===== src/rtl/uart_tx_ctrl_if.sv =====
// FIFO read-port bundle between the UART TX FIFO and the transmit controller.
// The controller is the master: it owns the pop strobe and consumes empty/rdata.
interface uart_tx_ctrl_if;
    logic       i_riscv_uart_fifo_empty;
    logic [7:0] i_riscv_uart_fifo_rdata;
    logic       o_riscv_uart_fifo_rinc;

    modport master (
        input  i_riscv_uart_fifo_empty,
        input  i_riscv_uart_fifo_rdata,
        output o_riscv_uart_fifo_rinc
    );

    modport slave (
        output i_riscv_uart_fifo_empty,
        output i_riscv_uart_fifo_rdata,
        input  o_riscv_uart_fifo_rinc
    );
endinterface


===== src/rtl/uart_tx_ctrl.sv =====
// UART transmit controller: pops bytes from the TX FIFO and serializes them as
// start + 8 data (LSB first) + optional parity + 1/2 stop bits.
//
// state  | meaning
// -------+----------------------------------------------------------
// IDLE   | line high, waiting for tx_en and a non-empty FIFO
// START  | start bit (line low) for one bit period
// DATA   | 8 data bits from the shift register, LSB first
// PARITY | latched parity bit for one bit period
// STOP   | line high for one or two bit periods; last cycle may pop
module uart_tx_ctrl #(
    parameter int DIV_WIDTH = 16
) (
    input  logic                 i_riscv_uart_clk,
    input  logic                 i_riscv_uart_rst,
    input  logic                 i_riscv_uart_tx_en,
    input  logic [DIV_WIDTH-1:0] i_riscv_uart_baud_div,
    input  logic                 i_riscv_uart_parity_en,
    input  logic                 i_riscv_uart_parity_odd,
    input  logic                 i_riscv_uart_stop2,
    uart_tx_ctrl_if.master       fifo,
    output logic                 o_riscv_uart_tx,
    output logic                 o_riscv_uart_busy,
    output logic                 o_riscv_uart_done
);

    typedef enum logic [2:0] {
        S_IDLE,
        S_START,
        S_DATA,
        S_PARITY,
        S_STOP
    } state_t;

    state_t               state;
    logic [7:0]           shift;
    logic [DIV_WIDTH-1:0] div_q;
    logic [DIV_WIDTH-1:0] timer;
    logic [DIV_WIDTH-1:0] div_in;
    logic [DIV_WIDTH-1:0] reload;
    logic                 par_en_q;
    logic                 par_bit_q;
    logic                 stop2_q;
    logic                 stop_second;
    logic [2:0]           bit_cnt;
    logic                 bit_end;
    logic                 last_stop;
    logic                 pop;

    assign div_in    = (i_riscv_uart_baud_div == '0) ? DIV_WIDTH'(1) : i_riscv_uart_baud_div;
    assign reload    = div_q - DIV_WIDTH'(1);
    assign bit_end   = (timer == '0);
    assign last_stop = (state == S_STOP) && bit_end && !stop_second;

    // Pop is combinational so rdata is sampled in the same cycle rinc is high;
    // gating with reset keeps the FIFO untouched while the frame is abandoned.
    assign pop = !i_riscv_uart_rst && ((state == S_IDLE) || last_stop) &&
                 i_riscv_uart_tx_en && !fifo.i_riscv_uart_fifo_empty;
    assign fifo.o_riscv_uart_fifo_rinc = pop;

    always_ff @(posedge i_riscv_uart_clk or posedge i_riscv_uart_rst) begin
        if (i_riscv_uart_rst) begin
            state             <= S_IDLE;
            shift             <= '0;
            div_q             <= DIV_WIDTH'(1);
            timer             <= '0;
            par_en_q          <= 1'b0;
            par_bit_q         <= 1'b0;
            stop2_q           <= 1'b0;
            stop_second       <= 1'b0;
            bit_cnt           <= '0;
            o_riscv_uart_tx   <= 1'b1;
            o_riscv_uart_busy <= 1'b0;
            o_riscv_uart_done <= 1'b0;
        end else begin
            o_riscv_uart_done <= 1'b0;
            if (pop) begin
                shift             <= fifo.i_riscv_uart_fifo_rdata;
                div_q             <= div_in;
                par_en_q          <= i_riscv_uart_parity_en;
                par_bit_q         <= (^fifo.i_riscv_uart_fifo_rdata) ^ i_riscv_uart_parity_odd;
                stop2_q           <= i_riscv_uart_stop2;
                timer             <= div_in - DIV_WIDTH'(1);
                bit_cnt           <= '0;
                stop_second       <= 1'b0;
                state             <= S_START;
                o_riscv_uart_tx   <= 1'b0;
                o_riscv_uart_busy <= 1'b1;
            end else begin
                case (state)
                    S_IDLE: begin
                        o_riscv_uart_tx   <= 1'b1;
                        o_riscv_uart_busy <= 1'b0;
                    end
                    S_START: begin
                        if (bit_end) begin
                            state           <= S_DATA;
                            o_riscv_uart_tx <= shift[0];
                            timer           <= reload;
                            bit_cnt         <= '0;
                        end else begin
                            timer <= timer - DIV_WIDTH'(1);
                        end
                    end
                    S_DATA: begin
                        if (bit_end) begin
                            timer <= reload;
                            if (bit_cnt == 3'd7) begin
                                if (par_en_q) begin
                                    state           <= S_PARITY;
                                    o_riscv_uart_tx <= par_bit_q;
                                end else begin
                                    state             <= S_STOP;
                                    o_riscv_uart_tx   <= 1'b1;
                                    stop_second       <= stop2_q;
                                    o_riscv_uart_done <= (reload == '0) && !stop2_q;
                                end
                            end else begin
                                shift           <= {1'b0, shift[7:1]};
                                o_riscv_uart_tx <= shift[1];
                                bit_cnt         <= bit_cnt + 3'd1;
                            end
                        end else begin
                            timer <= timer - DIV_WIDTH'(1);
                        end
                    end
                    S_PARITY: begin
                        if (bit_end) begin
                            state             <= S_STOP;
                            timer             <= reload;
                            o_riscv_uart_tx   <= 1'b1;
                            stop_second       <= stop2_q;
                            o_riscv_uart_done <= (reload == '0) && !stop2_q;
                        end else begin
                            timer <= timer - DIV_WIDTH'(1);
                        end
                    end
                    S_STOP: begin
                        // done is registered, so it is raised one cycle ahead of
                        // the cycle in which the final stop bit ends.
                        if (bit_end) begin
                            if (stop_second) begin
                                stop_second       <= 1'b0;
                                timer             <= reload;
                                o_riscv_uart_done <= (reload == '0);
                            end else begin
                                state             <= S_IDLE;
                                o_riscv_uart_tx   <= 1'b1;
                                o_riscv_uart_busy <= 1'b0;
                            end
                        end else begin
                            timer             <= timer - DIV_WIDTH'(1);
                            o_riscv_uart_done <= (timer == DIV_WIDTH'(1)) && !stop_second;
                        end
                    end
                    default: begin
                        state             <= S_IDLE;
                        o_riscv_uart_tx   <= 1'b1;
                        o_riscv_uart_busy <= 1'b0;
                    end
                endcase
            end
        end
    end

endmodule


===== src/flat_wrapper.sv =====
// flat-port wrapper written by rule: the top's interface ports become plain ports
module uart_tx_ctrl_flat 
#(
    parameter int DIV_WIDTH = 16
)
  (i_riscv_uart_clk, i_riscv_uart_rst, i_riscv_uart_tx_en, i_riscv_uart_baud_div, i_riscv_uart_parity_en, i_riscv_uart_parity_odd, i_riscv_uart_stop2, o_riscv_uart_tx, o_riscv_uart_busy, o_riscv_uart_done, fifo_i_riscv_uart_fifo_empty, fifo_i_riscv_uart_fifo_rdata, fifo_o_riscv_uart_fifo_rinc);
  uart_tx_ctrl_if fifo_i ();
  input  logic i_riscv_uart_clk;
  input  logic i_riscv_uart_rst;
  input  logic i_riscv_uart_tx_en;
  input  logic [DIV_WIDTH-1:0] i_riscv_uart_baud_div;
  input  logic i_riscv_uart_parity_en;
  input  logic i_riscv_uart_parity_odd;
  input  logic i_riscv_uart_stop2;
  output logic o_riscv_uart_tx;
  output logic o_riscv_uart_busy;
  output logic o_riscv_uart_done;
  input wire logic [$bits(fifo_i.i_riscv_uart_fifo_empty)-1:0] fifo_i_riscv_uart_fifo_empty;
  input wire logic [$bits(fifo_i.i_riscv_uart_fifo_rdata)-1:0] fifo_i_riscv_uart_fifo_rdata;
  output wire logic [$bits(fifo_i.o_riscv_uart_fifo_rinc)-1:0] fifo_o_riscv_uart_fifo_rinc;
  assign fifo_i.i_riscv_uart_fifo_empty = fifo_i_riscv_uart_fifo_empty;
  assign fifo_i.i_riscv_uart_fifo_rdata = fifo_i_riscv_uart_fifo_rdata;
  assign fifo_o_riscv_uart_fifo_rinc = fifo_i.o_riscv_uart_fifo_rinc;
  uart_tx_ctrl #(.DIV_WIDTH(DIV_WIDTH)) u_core (.i_riscv_uart_clk(i_riscv_uart_clk), .i_riscv_uart_rst(i_riscv_uart_rst), .i_riscv_uart_tx_en(i_riscv_uart_tx_en), .i_riscv_uart_baud_div(i_riscv_uart_baud_div), .i_riscv_uart_parity_en(i_riscv_uart_parity_en), .i_riscv_uart_parity_odd(i_riscv_uart_parity_odd), .i_riscv_uart_stop2(i_riscv_uart_stop2), .fifo(fifo_i), .o_riscv_uart_tx(o_riscv_uart_tx), .o_riscv_uart_busy(o_riscv_uart_busy), .o_riscv_uart_done(o_riscv_uart_done));
endmodule

===== config.mk =====
export PLATFORM = sky130hd
export DESIGN_NAME = uart_tx_ctrl_flat
export DESIGN_NICKNAME = d
export VERILOG_FILES = /design/src/rtl/uart_tx_ctrl_if.sv /design/src/rtl/uart_tx_ctrl.sv /design/src/flat_wrapper.sv
export SDC_FILE = /design/constraint.sdc
export NUM_CORES = 1
export LEC_CHECK = 0
export ABC_CLOCK_PERIOD_IN_PS = 7300
export CAP_MARGIN = 20
export CELL_PAD_IN_SITES_DETAIL_PLACEMENT = 0
export CELL_PAD_IN_SITES_GLOBAL_PLACEMENT = 1
export CORE_ASPECT_RATIO = 0.6
export CORE_MARGIN = 2
export CORE_UTILIZATION = 48
export CTS_BUF_LIST = sky130_fd_sc_hd__clkbuf_4
export DETAILED_ROUTE_END_ITERATION = 16
export PLACE_DENSITY_LB_ADDON = 0.1
export SLEW_MARGIN = 0
export SYNTH_ARGS = -nofsm -noshare
export SYNTH_HDL_FRONTEND = slang
export SYNTH_SLANG_ARGS = --single-unit

===== constraint.sdc =====
create_clock -name i_riscv_uart_clk -period 7.3 [get_ports i_riscv_uart_clk]
set_clock_uncertainty 0.1 [all_clocks]
set_input_delay 0.73 -clock i_riscv_uart_clk [delete_from_list [all_inputs] [get_ports i_riscv_uart_clk]]
set_output_delay 0.73 -clock i_riscv_uart_clk [all_outputs]
set_load 0.01 [all_outputs]

; After elaboration in Yosys (flattened, before gate mapping)
; Cells that the tools add are included.
[classes]
multipliers = 0
addsub = 4
shifts = 0
div_mod_pow = 0
order_cmp = 0
n_eq_ne = 18
muxes = 52
bitwise = 1
reduce_logical = 30
[op_table]
columns = cell, count
row1 = $mux W16, 5
row2 = $logic_not A16 Y1, 3
row3 = $sub A16 B1 Y16 const B, 3
row4 = $mux W3, 12
row5 = $mux W8, 4
row6 = $pmux W16 S2, 1
row7 = $mux W1, 24
row8 = $eq A16 B1 Y1 const B, 1
row9 = $ne A3 B2 Y1 const B, 5
row10 = $pmux W3 S5, 1
row11 = $ne A3 B3 Y1 const B, 3
row12 = $reduce_xor A8 Y1, 1
row13 = $logic_and A1 B1 Y1, 7
row14 = $reduce_and A7 Y1, 1
row15 = $eq A3 B2 Y1 const B, 2
row16 = $eq A3 B3 Y1 const B, 2
row17 = $pmux W1 S3, 2
row18 = $pmux W3 S2, 1
row19 = $reduce_and A3 Y1, 2
row20 = $reduce_and A6 Y1, 1
row21 = $reduce_bool A3 Y1, 2
row22 = $reduce_and A5 Y1, 1
row23 = $logic_not A1 Y1, 4
row24 = $ne A2 B2 Y1 const B, 2
row25 = other kinds (14), 15
[word_totals]
n_memories = 0
regBits = 53
in_bits = 31
mem_bits_rw = 0
elab_cells = 117
latch_bits = 0
out_inout_bits = 4
romBits = 0

; Longest topological paths before layout
[depth]
word_depth = 9
ltp_mapped = 11
ltp_nobuf = 10

; Least setup slack after synthesis
; Ideal clock, no wire load.
[synth_path]
path_kind = in2reg
start = input port i_riscv_uart_baud_div[4]
end = register u_core.timer[14]
path_buffers = 1
setup_ns = 0.121
arrival_time_ns = 2.914
stages = 11
slack_ns = 4.165
cell_sequence = clkbuf_1 -> nor4_1 -> and3_1 -> a31oi_1 -> ha_1 -> nor3b_1 -> nand3_1 -> nor4_1 -> xnor2_1 -> o21ai_0 -> o22a_1
[synth_between]
elab_chain_cells = 4
[synth_lines]
columns = item, line_no
row1 = from (decl), flat_wrapper.sv:11  ; input logic [DIV_WIDTH-1:0] i_riscv_uart_baud_div;
row2 = $logic_not A16 Y1, uart_tx_ctrl.sv:50  ; assign div_in = (i_riscv_uart_baud_div == '0) ? DIV_WIDTH'(1) : i_riscv_uart_baud_div;
row3 = $mux W16 *, uart_tx_ctrl.sv:50
row4 = $sub A16 B1 Y16 *, uart_tx_ctrl.sv:83  ; timer <= div_in - DIV_WIDTH'(1);
row5 = $mux W16 *, uart_tx_ctrl.sv:77  ; if (pop) begin
row6 = to (signal assigned), uart_tx_ctrl.sv:83
row7 = to (signal assigned), uart_tx_ctrl.sv:99  ; timer <= reload;
row8 = to (signal assigned), uart_tx_ctrl.sv:102  ; timer <= timer - DIV_WIDTH'(1);
row9 = to (decl), uart_tx_ctrl.sv:38  ; logic [DIV_WIDTH-1:0] timer;
; Every way passes the cells marked *; elsewhere a longest branch is shown, timed or not.
; A chain may end at the register's enable or synchronous reset.

; Worst setup path in the final report
[layout_path]
start = register u_core.timer[0]
end = output port fifo_o_riscv_uart_fifo_rinc
[layout_between]
elab_chain_cells = 7
[layout_lines]
columns = item, line_no
row1 = $logic_not A16 Y1, uart_tx_ctrl.sv:52  ; assign bit_end = (timer == '0);
row2 = $logic_and A1 B1 Y1 (2 in series), uart_tx_ctrl.sv:53  ; assign last_stop = (state == S_STOP) && bit_end && !stop_second;
row3 = $logic_or A1 B1 Y1, uart_tx_ctrl.sv:57  ; assign pop = !i_riscv_uart_rst && ((state == S_IDLE) || last_stop) &&
row4 = $logic_and A1 B1 Y1 (2 in series), uart_tx_ctrl.sv:57
row5 = $logic_and A1 B1 Y1, uart_tx_ctrl.sv:58  ; i_riscv_uart_tx_en && !fifo.i_riscv_uart_fifo_empty;
row6 = to (decl), flat_wrapper.sv:20  ; output wire logic [$bits(fifo_i.o_riscv_uart_fifo_rinc)-1:0] fifo_o_riscv_uart_fifo_rinc;
; No other way between the ends.

==> results.md <==
- The internal power of the cells totals 0.424 mW.
- The worst min-delay path startpoint is u_core.o_riscv_uart_tx$_DFFE_PP1P_.
- The die span in x is around 120 microns.
- The pin count of the biggest net entering global routing is between 50 and 60.
- For this design the total switching power over the nets is around 0.13 mW.
- The worst hold path class is flop to flop.
- Of the total power, the clock network draws a little under two fifths.
- The post-layout minimum cycle time is 4.42 ns.
- The number of antenna violations at the first check in global routing is 0.
- Clock latency on the worst-skew pair, taken at its later pin, is 0.40 ns.
- The H-tree level count is 2.
- In the synthesized netlist, the number of instances is around 450.
- The post-CTS setup buffer count is 0.
- The post-synthesis async set-or-reset flop share is 100%.
- The headroom to the max-slew limit is 50.7%.
- The first global-routing pass estimated 16400 microns of wire.
- For the pin with the worst max-slew slack, the measured transition is around 0.73 ns.
- The startpoint identified for the worst register-to-register timing path is u_core.timer[0]$_DFFE_PP0P_.
- The ratio of final minimum period to clock period is 60.6%.
- Buffers placed on the I/O ports in this run total 34.
- Summed over all nets, the half-perimeter wirelength after detailed placement is ~7300 microns.
- The residual antenna-violating net count after detailed routing is 0.
- The number of hold buffers added after CTS is 0.
- Per report_power, the combinational group accounts for 8.6% of the total.
- The critical path arrival is about 3.6 ns.
- For the worst flop-to-flop path, the logic depth is 10.
- Global routing finished with a remaining overflow of 0.
- The final instance count without filler cells is ~580.
- The synthesized area per cell is a little over 8 sq um.
- The post-synthesis to final-layout area growth is 14.0%.
- The maximum ir drop on the vdd rail is ~0.073 mV.
- The floorplan has 24 rows.
- The largest fanout on the critical path is 11.
- For this run, the top clock speed supported by timing is 0.226 GHz.
- The placer congestion estimate is about 0.95.
- The diode insertion count for antenna repair is 0.
- Timing analysis after detailed placement gives a worst setup slack of roughly 3.3 ns.
- The type of destination of the critical path is a primary output.
- The required time of the critical path is 6.47 ns.
- The reported max-cap violation count is 0.
- The end point of the most critical hold path is u_core.o_riscv_uart_tx$_DFFE_PP1P_.
- The routed layout has between 3000 and 4000 vias.
- The global routing usage summed across all routing layers is about 25%.
- The mapped netlist covers ~3700 sq um.
- After detailed routing, the average wire length per cell comes to 17.3 microns.
- The layout has about 660 filler cells.
- The net count of the finished layout is between 500 and 600.
- The die covers about 8400 sq um.
- The number of nets in the synthesized netlist is roughly 480.
- The worst setup path is of the flop to primary output kind.
- Once placement completed, the tool counted placed cells totaling 568.
- The number of DRC markers after the initial detailed-route iteration is approximately 530.
- Post-CTS repair changed the size of 0 cells.
- In this run, flip-flops and latches consume between 50% and 60% of the power.
- In this run the critical register-to-register path is captured at u_core.timer[2]$_DFFE_PP0P_.
- The post-route netlist has 6.99% of its cells at a drive strength greater than 1.
- The count of cell types in the netlist is between 60 and 70.
- Setup repair after global routing left no endpoint under its margin.
- The via count of the first global-routing pass is approximately 3100.
- The kind of start point of the critical path is a flop.
- In the final timing run, aggregate negative setup slack is 0 ns.
- The leading cell type in the layout, fill and taps excluded is sky130_fd_sc_hd__nand2_1.
- The core area is around 7400 sq um.
- The flow ran to the end, and the final reports show no timing, DRC or antenna violations.
- The clock tree from TritonCTS is yes.
- Once the floorplan was initialized, standard cells occupied about 50% of the core.
- The number of top-level pins is 35.
- Setup violations remaining at the end of the flow were counted as 0.
- The flop and latch count out of synthesis is 53.
- CTS saw 53 sinks.
- The number of warnings printed during yosys synthesis is 0.
- Leaving out fill and tap cells, the most frequent cells in the layout are 97 x sky130_fd_sc_hd__nand2_1, 51 x sky130_fd_sc_hd__dfrtp_1, 34 x sky130_fd_sc_hd__clkdlybuf4s50_1, 31 x sky130_fd_sc_hd__o21ai_0, 28 x sky130_fd_sc_hd__xnor2_1.
- The maximum root-to-sink buffer count is 2.
- The final layout contains routed wiring with a total length of ~10000 microns.
- Net switching is between 20% and 30% of the power.
- After clock tree synthesis, the clock-pin slew on the worst setup and hold paths is approximately 0.17 ns.
- The root buffer cell chosen for the clock tree is sky130_fd_sc_hd__clkbuf_4.
- The power density over cell area is ~130 nW/um^2.
- The flip-flop cell with the highest count after synthesis is sky130_fd_sc_hd__dfrtp_1.
- The max-slew violation total from the final report was 0.
- In the routed layout, each cell is associated on average with a via count of 5.85.
- The synthesized design contains 0 enable-type register cells.
- The worst hold path stage count is 2.
- Once routing completed, OpenROAD measured the worst setup slack at between 2 and 3 ns.
- Of the synthesized area, sequential elements account for 36.0%.
- The die height is roughly 70 microns.
- The first detailed-routing pass took 5 iterations.
- The leakage power summed over all cells is ~1.8 nW.
- The number of hold violations in the final report was 0.
- The register-to-register path setup slack is 3.54 ns.
- The clock buffer count from CTS is 5.
- In the routed design, unresolved DRC markers number 0.
stage by stage:
stage	utilization [%]	total power [mW]	instance area, sq um	hold slack [ns]
floorplan	-	0.318	3690	0.351
global placement	55.8	0.345	4110	0.359
detailed placement	55.8	0.346	4110	0.368
CTS	57.2	0.555	4210	0.399
global route	57.2	0.571	4210	0.425
finish	57.2	0.549	4210	0.390
metal layers:
metal / wire (microns) / vias to the layer above / share of wire, % / global-route usage (%)
met1: 5350 / 1591 / 54 / 43.2
met5: 0 / - / 0 / 0
met3: 657 / 9 / 6.6 / 4.76
met4: 83 / 0 / 0.83 / 4.71
li1: - / 1638 / - / -
met2: 3900 / 129 / 39 / 32.9
critical path, stage by stage, from the launching register on:
cell                              delay (ns)
sky130_fd_sc_hd__dfrtp_1                0.50
sky130_fd_sc_hd__inv_1                  0.09
sky130_fd_sc_hd__ha_1                   0.28
sky130_fd_sc_hd__nor4b_1                0.33
sky130_fd_sc_hd__nand4_1                0.52
sky130_fd_sc_hd__o21ai_1                0.66
sky130_fd_sc_hd__nand2_1                0.18
sky130_fd_sc_hd__inv_2                  0.10
sky130_fd_sc_hd__clkdlybuf4s50_1        0.53
power by group through the flow:
stage               Clock, mW  Sequential, mW  Combinational [mW]
global route            0.225           0.294              0.0518
detailed placement          0           0.299              0.0473
global placement            0           0.299              0.0463
floorplan                   0           0.299              0.0193
CTS                     0.214           0.294              0.0475
finish                  0.208           0.294              0.0472
Yosys cell counts, types with 3 or more instances:
library cell | count | area, sq um
sky130_fd_sc_hd__o211ai_1 | 6 | 45.0
sky130_fd_sc_hd__nor3_1 | 11 | 55.1
sky130_fd_sc_hd__nor2b_1 | 3 | 18.8
sky130_fd_sc_hd__nand3_1 | 8 | 40.0
sky130_fd_sc_hd__and2_1 | 4 | 25.0
sky130_fd_sc_hd__nand4_1 | 5 | 31.3
sky130_fd_sc_hd__nor4b_1 | 3 | 26.3
sky130_fd_sc_hd__nor4_1 | 9 | 56.3
sky130_fd_sc_hd__a21oi_1 | 18 | 90.1
sky130_fd_sc_hd__mux2i_1 | 13 | 130
sky130_fd_sc_hd__ha_1 | 7 | 87.6
sky130_fd_sc_hd__xnor2_1 | 28 | 245
sky130_fd_sc_hd__mux2_2 | 3 | 33.8
sky130_fd_sc_hd__clkbuf_1 | 13 | 48.8
sky130_fd_sc_hd__o21ai_1 | 4 | 20.0
sky130_fd_sc_hd__a31oi_1 | 7 | 43.8
sky130_fd_sc_hd__o22a_1 | 3 | 26.3
sky130_fd_sc_hd__nor3b_1 | 3 | 22.5
sky130_fd_sc_hd__or4_1 | 4 | 30.0
sky130_fd_sc_hd__and3_1 | 3 | 18.8
sky130_fd_sc_hd__or3_1 | 6 | 37.5
sky130_fd_sc_hd__o21ai_0 | 31 | 155
sky130_fd_sc_hd__inv_1 | 12 | 45.0
sky130_fd_sc_hd__o31ai_1 | 8 | 60.1
sky130_fd_sc_hd__dfrtp_1 | 51 | 1280
sky130_fd_sc_hd__nor2_1 | 24 | 90.1
sky130_fd_sc_hd__buf_2 | 6 | 30.0
sky130_fd_sc_hd__nand2_1 | 97 | 364
sky130_fd_sc_hd__xor2_1 | 10 | 87.6
state kept, by name, indices dropped and copies added (netlist names), 3 cells and up:
signal,cells
u_core.div_q,16
u_core.state,3
u_core.bit_cnt,3
u_core.timer,16
u_core.shift,8
cell type report:
class,instances,area (sq um),area share (%)
clock buffers,5,37.5,0.892
inverters,13,48.8,1.16
multi-input cells,359,2220,52.8
repair buffers,39,378,8.98
clock inverters,3,65.1,1.55
flip-flops and latches,53,1330,31.6
well taps,104,130,3.09
how the worst max path moves through the flow:
stage                                startpoint  depth (start not counted)                            to
global placement       i_riscv_uart_baud_div[4]                         11  u_core.timer[14]$_DFFE_PP0P_
detailed placement     i_riscv_uart_baud_div[4]                         11  u_core.timer[14]$_DFFE_PP0P_
CTS                 u_core.timer[0]$_DFFE_PP0P_                          8   fifo_o_riscv_uart_fifo_rinc
global route        u_core.timer[0]$_DFFE_PP0P_                          8   fifo_o_riscv_uart_fifo_rinc
finish              u_core.timer[0]$_DFFE_PP0P_                          8   fifo_o_riscv_uart_fifo_rinc
floorplan              i_riscv_uart_baud_div[4]                         11  u_core.timer[14]$_DFFE_PP0P_
cell families (layout without fill, tap and decap cells):
logic type / count (synthesis) / count (layout) / share of synthesized area [%]
and+or+nand+nor: 197 / 197 / 27.0
AOI/OAI and AO/OA: 100 / 100 / 17.0
DFF: 53 / 53 / 36.0
xor gates and xnor gates: 38 / 38 / 9.01
buffers and inverters: 34 / 60 / 3.86
muxes: 17 / 17 / 4.74
adders and majority gates: 7 / 7 / 2.37
(Power assumes the default switching activity.)
==> RTL edit (same flow settings) <==
`DIV_WIDTH` is set to 16 in 2 places; all go to 24.
--- a/src/rtl/uart_tx_ctrl.sv
+++ b/src/rtl/uart_tx_ctrl.sv
@@ -10,5 +10,5 @@
 // STOP   | line high for one or two bit periods; last cycle may pop
 module uart_tx_ctrl #(
-    parameter int DIV_WIDTH = 16
+    parameter int DIV_WIDTH = 24
 ) (
     input  logic                 i_riscv_uart_clk,
--- a/src/flat_wrapper.sv
+++ b/src/flat_wrapper.sv
@@ -2,5 +2,5 @@
 module uart_tx_ctrl_flat 
 #(
-    parameter int DIV_WIDTH = 16
+    parameter int DIV_WIDTH = 24
 )
   (i_riscv_uart_clk, i_riscv_uart_rst, i_riscv_uart_tx_en, i_riscv_uart_baud_div, i_riscv_uart_parity_en, i_riscv_uart_parity_odd, i_riscv_uart_stop2, o_riscv_uart_tx, o_riscv_uart_busy, o_riscv_uart_done, fifo_i_riscv_uart_fifo_empty, fifo_i_riscv_uart_fifo_rdata, fifo_o_riscv_uart_fifo_rinc);
Interface: changed (resized i_riscv_uart_baud_div); port bits go from 35 to 43. No check against the original RTL was run, so the function may have changed too.
==> RTL edit against the original RTL <==
- routed wire length is 58% higher
- hold slack got worse by 0.0032 ns
- power grew 120%
- setup slack gained 0.059 ns
- area after synthesis grew 37%
- design area up 35%
- combinational power grew to 7.8 times the old value
- sequential cell count increased by 16
- global-route usage grew 3.3 points
- final cell count increased by 36%
- register-to-register slack improved by 0.13 ns
- non-clock buffer count up 8
- core utilization shrank 0.81 points
- critical path type is now in -> reg
- highest routed layer unchanged
==> RTL edit: results (changes against the original RTL) <==
stage,metric,value,unit,change
clock_network,clk_latency,0.47,ns,+0.07 ns
synth,seq_area_frac_synth,34.2,%,-1.8 points
pwr,seq-power,569,µW,+94%
final_layout,finalNetCount,690,,+36%
final_layout,inv_count,18,,+5
pwr,leakage,2.21,nW,+25%
drt,wl_met3,1770,µm,+170%
synth,synth_nets,669,,+38%
final_layout,seq_area_share,30.5,%,-1.1 points
timing,slew_headroom,25.6,%,-25 points
drt,wl_per_cell,20.1,µm,+16%
synth,yosysUniqueCellTypes,77,,+22%
synth,synth.area.top_cells,"dfrtp_1 (33%), nand2_1 (7.8%), xor2_1 (4.9%), xnor2_1 (4.5%), nor3_1 (3.6%)",,
synth,synthMuxAreaShare,1.44,%,-3.3 points
synth,synth-compound-area-share,19.5,%,+2.6 points
pwr,p_sw_share,39.4,%,+17 points
critical_path,crit_path_start,i_riscv_uart_baud_div[11],,
critical_path,regToRegSetupSlack,3.67,ns,+0.13 ns
drt,met2WireLength,6240,µm,+60%
global_routing,grt.total_usage,28.7,%,+3.3 points
drt,first_iter_violations,512,,-3.2%
global_routing,grt_first_pass_wirelength,25100,µm,+53%
placement,dp_hpwl,11500,µm,+57%
placement,globalplace.congestion,0.901,,-5.3%
final_layout,num-multi-input-gates,499,,+39%
final_layout,multi_input_area_share,54.8,%,+2.0 points
clock_network,cts_buffers,9,,+4
critical_path,max_stage_delay,0.63,ns,-0.03 ns
global_routing,grt_util_met2,37.5,%,+4.6 points
pwr,p_clk,263,µW,+26%
global_routing,met1_usage,44.6,%,+1.4 points
status,status,completed,,
global_routing,grt_pass1_vias,4502,,+47%
global_routing,grt_max_degree,70,,+30%
critical_path,critPathSlowestCell,nor4_1,,
final_layout,reg_top3,"u_core.div_q (24), u_core.timer (24), u_core.shift (8)",,
drt,drt-met1-wl,7550,µm,+41%
critical_path,crit_fanout,7,,-4
synth,synthTopCellsByCount,"nand2_1 (105), dfrtp_1 (67), nor2_1 (46)",,
drt,num_vias,4954,,+47%
final_layout,drive_above_1_share,7.86,%,+0.87 points
final_layout,buffers,47,,+21%
global_routing,grt_use_met3,9.29,%,+4.5 points
final_layout,clkCellAreaFrac,2.45,%,+0.012 points
critical_path,crit_path_end,u_core.timer[20],,
die,rows,28,,+17%
final_layout,fillers,968,,+46%
final_layout,clock_buffers,10,,+5
pwr,peakVddDrop,0.000154,V,+110%
-- RTL edit: cell count changes after synthesis, sizes merged, moves of 9 or more --
cell,change
nor3,+27
nor2,+22
xor2,+18
dfrtp,+16
clkbuf,+13
nand3,+12
a21oi,+10
or4,+9
-- RTL edit: critical path: cells and delay by family --
kind | cells | cell delay, ns
compound gates | 1 | 0.35
buf+inv | 1 | 0.51
xor+xnor | 1 | 0.15
fa+ha+maj | 1 | 0.24
simple gates | 7 | 2.61
-- RTL edit: through the flow --
| step | instances | cell area, µm² | hold slack [ns] | setup WS, ns | total power [mW] |
|---|---|---|---|---|---|
| finish | 784 | 5670 | 0.387 | 2.94 | 1.20 |
| global route | 784 | 5670 | 0.402 | 2.68 | 1.28 |
| detailed placement | 768 | 5530 | 0.373 | 2.56 | 0.932 |
| floorplan | 623 | 5060 | 0.366 | 3.63 | 0.807 |
| CTS | 784 | 5670 | 0.387 | 3.03 | 1.19 |
| global placement | 768 | 5530 | 0.370 | 2.84 | 0.920 |
